===== src/rtl/uart_port_master_pkg.sv =====
// Shared constants for the UART-to-port-bus bridge: command/response bytes and FSM encodings.
package uart_port_master_pkg;

  localparam logic [7:0] CMD_WR  = 8'h57;
  localparam logic [7:0] CMD_RD  = 8'h52;
  localparam logic [7:0] RSP_ACK = 8'h2E;
  localparam logic [7:0] RSP_ERR = 8'h3F;

  localparam logic [2:0] ST_GET_CMD  = 3'd0;
  localparam logic [2:0] ST_GET_ADDR = 3'd1;
  localparam logic [2:0] ST_GET_DATA = 3'd2;
  localparam logic [2:0] ST_WR_STB   = 3'd3;
  localparam logic [2:0] ST_RD_STB   = 3'd4;
  localparam logic [2:0] ST_SEND     = 3'd5;

  function automatic logic is_cmd(input logic [7:0] b);
    return (b == CMD_WR) || (b == CMD_RD);
  endfunction

endpackage


===== src/rtl/uart_port_master_timeout.sv =====
// Inter-byte idle counter for the bridge; only present when UPM_TIMEOUT_EN is defined.
`ifdef UPM_TIMEOUT_EN
module uart_port_master_timeout #(
  parameter int unsigned TIMEOUT_CYCLES = 5_000_000
) (
  input  logic clk,
  input  logic reset,
  input  logic clr,
  input  logic run,
  output logic expired
);

  localparam int unsigned CNT_W = $clog2(TIMEOUT_CYCLES + 1);

  logic [CNT_W-1:0] r_cnt;
  logic             r_expired;

  // Counts run cycles since the last clear; expiry latches until cleared.
  always_ff @(posedge clk or negedge reset) begin
    if (!reset) begin
      r_cnt     <= '0;
      r_expired <= 1'b0;
    end else if (clr) begin
      r_cnt     <= '0;
      r_expired <= 1'b0;
    end else if (run && !r_expired) begin
      r_cnt     <= r_cnt + CNT_W'(1);
      r_expired <= (r_cnt == CNT_W'(TIMEOUT_CYCLES - 1));
    end
  end

  assign expired = r_expired;

endmodule
`endif


===== src/rtl/uart_port_master.sv =====
// UART-to-port-bus initiator: parses 'W' addr data / 'R' addr from the rx FIFO, strobes the port bus,
// and returns one response byte. UPM_TIMEOUT_EN adds an inter-byte abort timer.
module uart_port_master
  import uart_port_master_pkg::*;
#(
  parameter int unsigned TIMEOUT_CYCLES = 5_000_000
) (
  input  logic       clk,
  input  logic       reset,
  input  logic       rx_empty,
  input  logic [7:0] rx_data,
  output logic       rd_uart,
  input  logic       tx_full,
  output logic       wr_uart,
  output logic [7:0] w_data,
  output logic [7:0] port_id,
  output logic [7:0] out_port,
  output logic       write_strobe,
  output logic       read_strobe,
  input  logic [7:0] in_port,
  output logic       busy
);

  logic [2:0] r_state;
  logic [2:0] w_next_state;
  logic [7:0] r_cmd;
  logic [7:0] r_port_id;
  logic [7:0] r_out_port;
  logic [7:0] r_resp;
  logic       r_write_strobe;
  logic       r_read_strobe;
  logic       r_busy;
  logic       w_pop;
  logic       w_push;
  logic       w_timeout;

`ifdef UPM_TIMEOUT_EN
  logic w_waiting;
  assign w_waiting = (r_state == ST_GET_ADDR) || (r_state == ST_GET_DATA);

  uart_port_master_timeout #(
    .TIMEOUT_CYCLES(TIMEOUT_CYCLES)
  ) u_timeout (
    .clk    (clk),
    .reset  (reset),
    .clr    (w_pop || !w_waiting),
    .run    (w_waiting && rx_empty),
    .expired(w_timeout)
  );
`else
  logic w_unused_timeout_cfg;
  assign w_unused_timeout_cfg = |32'(TIMEOUT_CYCLES);
  assign w_timeout = 1'b0;
`endif

  // Next-state and pop/push decode; a waiting byte wins over a simultaneous timeout.
  always_comb begin
    w_next_state = r_state;
    w_pop        = 1'b0;
    w_push       = 1'b0;
    case (r_state)
      ST_GET_CMD: begin
        if (!rx_empty) begin
          w_pop        = 1'b1;
          w_next_state = is_cmd(rx_data) ? ST_GET_ADDR : ST_SEND;
        end
      end
      ST_GET_ADDR: begin
        if (!rx_empty) begin
          w_pop        = 1'b1;
          w_next_state = (r_cmd == CMD_WR) ? ST_GET_DATA : ST_RD_STB;
        end else if (w_timeout) begin
          w_next_state = ST_SEND;
        end
      end
      ST_GET_DATA: begin
        if (!rx_empty) begin
          w_pop        = 1'b1;
          w_next_state = ST_WR_STB;
        end else if (w_timeout) begin
          w_next_state = ST_SEND;
        end
      end
      ST_WR_STB: w_next_state = ST_SEND;
      ST_RD_STB: w_next_state = ST_SEND;
      ST_SEND: begin
        if (!tx_full) begin
          w_push       = 1'b1;
          w_next_state = ST_GET_CMD;
        end
      end
      default: w_next_state = ST_GET_CMD;
    endcase
  end

  // State, captured command fields, response and registered strobes.
  always_ff @(posedge clk or negedge reset) begin
    if (!reset) begin
      r_state        <= ST_GET_CMD;
      r_cmd          <= 8'h00;
      r_port_id      <= 8'h00;
      r_out_port     <= 8'h00;
      r_resp         <= 8'h00;
      r_write_strobe <= 1'b0;
      r_read_strobe  <= 1'b0;
      r_busy         <= 1'b0;
    end else begin
      r_state        <= w_next_state;
      r_write_strobe <= (w_next_state == ST_WR_STB);
      r_read_strobe  <= (w_next_state == ST_RD_STB);
      r_busy         <= (w_next_state != ST_GET_CMD);
      case (r_state)
        ST_GET_CMD: begin
          if (w_pop) begin
            r_cmd <= rx_data;
            if (!is_cmd(rx_data)) r_resp <= RSP_ERR;
          end
        end
        ST_GET_ADDR: begin
          if (w_pop)          r_port_id <= rx_data;
          else if (w_timeout) r_resp    <= RSP_ERR;
        end
        ST_GET_DATA: begin
          if (w_pop)          r_out_port <= rx_data;
          else if (w_timeout) r_resp     <= RSP_ERR;
        end
        ST_WR_STB: r_resp <= RSP_ACK;
        ST_RD_STB: r_resp <= in_port;
        default: ;
      endcase
    end
  end

  assign rd_uart      = w_pop;
  assign wr_uart      = w_push;
  assign w_data       = r_resp;
  assign port_id      = r_port_id;
  assign out_port     = r_out_port;
  assign write_strobe = r_write_strobe;
  assign read_strobe  = r_read_strobe;
  assign busy         = r_busy;

endmodule


===== config.mk =====
export PLATFORM = sky130hd
export DESIGN_NAME = uart_port_master
export DESIGN_NICKNAME = d
export VERILOG_FILES = /design/src/rtl/uart_port_master_pkg.sv /design/src/rtl/uart_port_master_timeout.sv /design/src/rtl/uart_port_master.sv
export SDC_FILE = /design/constraint.sdc
export NUM_CORES = 1
export LEC_CHECK = 0
export ABC_CLOCK_PERIOD_IN_PS = 1800
export BUFFER_PORTS_ARGS = -buffer_cell sky130_fd_sc_hd__buf_2
export CAP_MARGIN = 10
export CORE_MARGIN = 2
export CORE_UTILIZATION = 30
export CTS_CLUSTER_SIZE = 16
export DETAILED_ROUTE_END_ITERATION = 10
export PLACE_DENSITY = 0.48
export SLEW_MARGIN = 0
export SYNTH_ARGS = -nofsm -noshare
export SYNTH_HDL_FRONTEND = slang
export SYNTH_HIERARCHICAL = 1
export SYNTH_SLANG_ARGS = --single-unit

===== constraint.sdc =====
create_clock -name clk -period 1.8 [get_ports clk]
set_input_delay 0.27 -clock clk [delete_from_list [all_inputs] [get_ports clk]]
set_output_delay 0.27 -clock clk [all_outputs]
set_load 0.02 [all_outputs]

==> out/metrics.csv <==
metric;value;unit
status;complete, no violations;
slowest cell on the critical path;dfrtp_2;
DR iter-0 viols;33;
FF-to-FF path depth;4;
Worst path max stage delay;460;ps
Mapped Area;1640;um2
main combinational cell family by area after synthesis;multiplexers;
first-pass GRT wire length;5930;um
ANT nets after route;0;
CTS tree;done;
Seq/Total Area, Yosys;0.580;
fraction of layout cells with a size suffix above 1;0.521;
die area;6080;um2
commonest non-fill, non-tap cells in the layout;buf_2 (47), dfrtp_1 (35), mux2_2 (24);
Max Buffers Root-to-Sink;2;
critical path fanouts, max;10;
final slew viol count;0;
Avg Synthesized Cell Area;12.9;um2
YS warnings;6;
drt total wl;3530;um
CP most frequent cell;buf_4;
launch point of the worst path;r_state[0];
unrepaired setup endpoints after global routing;false;
Worst R2R Setup Slack;230;ps
final core utilization;0.409;
Worst setup EP type;output pin;
Setup crit start kind;flip-flop;
crit path time final;1710;ps
syn nets;147;
number of global-route vias before repair;1199;
vias post-DR;1215;
Die Wd;77.9;um
via/cell ratio;4.71;
post-synthesis mux area share;0.165;
Reg-to-Reg End;w_data[1];
# diodes;0;
row cnt;26;
worst path cell trace;buf_4 > and2_1 > nor3_2 > buf_4;
Final setup viols;0;
CTS Buf Count;5;
RD Place Congestion;0.702;
reg2reg start;r_state[0];
Core ar.;5200;um2
Synth Register Bits;38;
Peak Freq;585;MHz
Worst Path Required;1530;ps
fin nets;207;
setup TNS;0;ps
drt pass-1 iters;4;
Port Buf Inserts;48;
DIE HEIGHT;77.9;um
period utilization;0.949;
DRC viols;0;
pwr/cell area;1560;nW/um2
total gr overflow;0;
Gate Count Post-Synth;127;
H-tree depth;2;
CTS root buffer;clkbuf_8;
maximum VDD drop;0.000603;V
Pwr Total;3.32;mW
Initial Util;0.315;
clock-pin slew on the worst setup and hold paths;70;ps
P_leak;0.993;nW
total placed cells including tap cells;246;
xor/xnor share of the synthesized area;0.0107;
GRT Util Overall;0.127;
unique cell type count in the Yosys netlist;34;
max-cap violations;0;
Buf+Inv Stages, Crit Path;2;
post-synthesis compound-gate area fraction;0.0755;
relative slew slack;0.684;
Synth Area in Simple Gates;0.142;
fin cells;258;
clk_lat worst skew;290;ps
WL/cell;13.7;um
hpwl dp;2500;um
worst setup path class;flip-flop to output pin;
Worst-Margin Slew;472;ps
CP Data Arrival Time;1440;ps
most common cell after layout, fill and taps aside;buf_2;
Final Hold Fails;0;
crit-path leading delay family;flip-flops;
antenna violations before repair;0;
clk_skew;3.15;ps
largest net degree at the start of global routing;39;
number of I/O pins;49;
Post-Synth Adder-Cell Area;0;
hold crit path type;input port to asynchronous set/reset pin;
area delta synth->final;29.9;%
TritonCTS Sinks;38;
[worst max-delay path by stage]
stage | to | slack, ps | depth (start not counted)
final | rd_uart | 90 | 4
after global routing | wr_uart | 7 | 3
after CTS | rd_uart | 5 | 4
after detailed placement | w_data[1] | 90 | 5
after global placement | w_data[2] | 220 | 5
after floorplan | wr_uart | 230 | 3
[where the power goes]
part           total, mW  leakage [nW]  internal [mW]  switching [mW]
logic               1.24         0.491          0.565           0.675
clock network      0.697        0.0524          0.414           0.283
registers           1.38         0.450           1.17           0.212
total               3.32         0.993           2.15            1.17
[routing by layer]
metal / up-vias / global-route usage / wire (um)
met2: 50 / 0.209 / 1730
met4: 0 / 0.0316 / 36
met1: 590 / 0.152 / 1490
li1: 568 / - / -
met5: - / 0 / 0
met3: 7 / 0.0558 / 277
[kinds of logic (layout without fill, tap and decap cells)]
kind of cell,Yosys count,count (layout)
flops,38,38
simple gates,36,36
mux,24,24
compound gates,18,18
buf+inv,9,70
xor+xnor,2,2
[synthesized netlist by cell type]
master | n | area, um2
mux2_2 | 24 | 270
o21ai_0 | 2 | 10.0
nor2b_1 | 2 | 12.5
nor4_4 | 1 | 21.3
o22ai_1 | 2 | 12.5
a211o_1 | 1 | 8.76
buf_6 | 1 | 11.3
nor3_2 | 1 | 10.0
and2b_1 | 1 | 7.51
nand4bb_1 | 1 | 11.3
nor3_1 | 7 | 35.0
nand3_1 | 1 | 5.00
nand2_1 | 2 | 7.51
nor2_1 | 10 | 37.5
dfrtp_1 | 38 | 951
a22o_1 | 2 | 17.5
a31oi_1 | 1 | 6.26
nand2b_1 | 3 | 18.8
clkbuf_1 | 1 | 3.75
or2_2 | 1 | 6.26
xnor2_1 | 1 | 8.76
a21oi_1 | 5 | 25.0
nand4b_1 | 1 | 8.76
a21boi_0 | 1 | 7.51
o31ai_2 | 1 | 12.5
buf_2 | 3 | 15.0
and2_1 | 2 | 12.5
nor3_4 | 1 | 16.3
xor2_1 | 1 | 8.76
inv_1 | 4 | 15.0
nor3b_1 | 1 | 7.51
a311oi_1 | 1 | 8.76
nor4b_2 | 1 | 15.0
o21a_1 | 2 | 15.0
[worst register-to-register path, stage by stage, from the launching register on]
cell and delay (ps):
dfrtp_2 460, buf_4 180, and2_1 190, o31ai_2 450, a21oi_1 150
[sequential cells by signal, summed over array words and instances (netlist names)]
name and count:
port_id 8, read_strobe 1, r_state 3, r_cmd 8, w_data 8, busy 1, out_port 8, write_strobe 1
[stage by stage]
step | setup WS, ps | hold WS, ps | cell area, um2
after global placement | 223 | 342 | 1980
after detailed placement | 89.8 | 354 | 1980
after floorplan | 226 | -25.6 | 1640
final | 91.7 | 21.9 | 2130
after global routing | 6.95 | 56.6 | 2130
after CTS | 4.82 | 35.9 | 2090
[repair_timing]
action	in CTS	in global routing
cloned	0	0
hold endpoints to repair	0	0
hold buffers	0	0
setup buffers	0	4
resized for setup	3	2
endpoints found under the setup margin	2	2
[area by class of cell]
| class | instances | area [um2] |
|---|---|---|
| fillers | 535 | 3070 |
| flip-flops and latches | 38 | 955 |
| multi-input cells | 80 | 649 |
| repair buffers | 58 | 318 |
| well taps | 70 | 87.6 |
| clock buffers | 7 | 76.3 |
| clock inverters | 1 | 30.0 |
| inverters | 4 | 15.0 |
No activity file was read; power rests on OpenSTA's default activity.
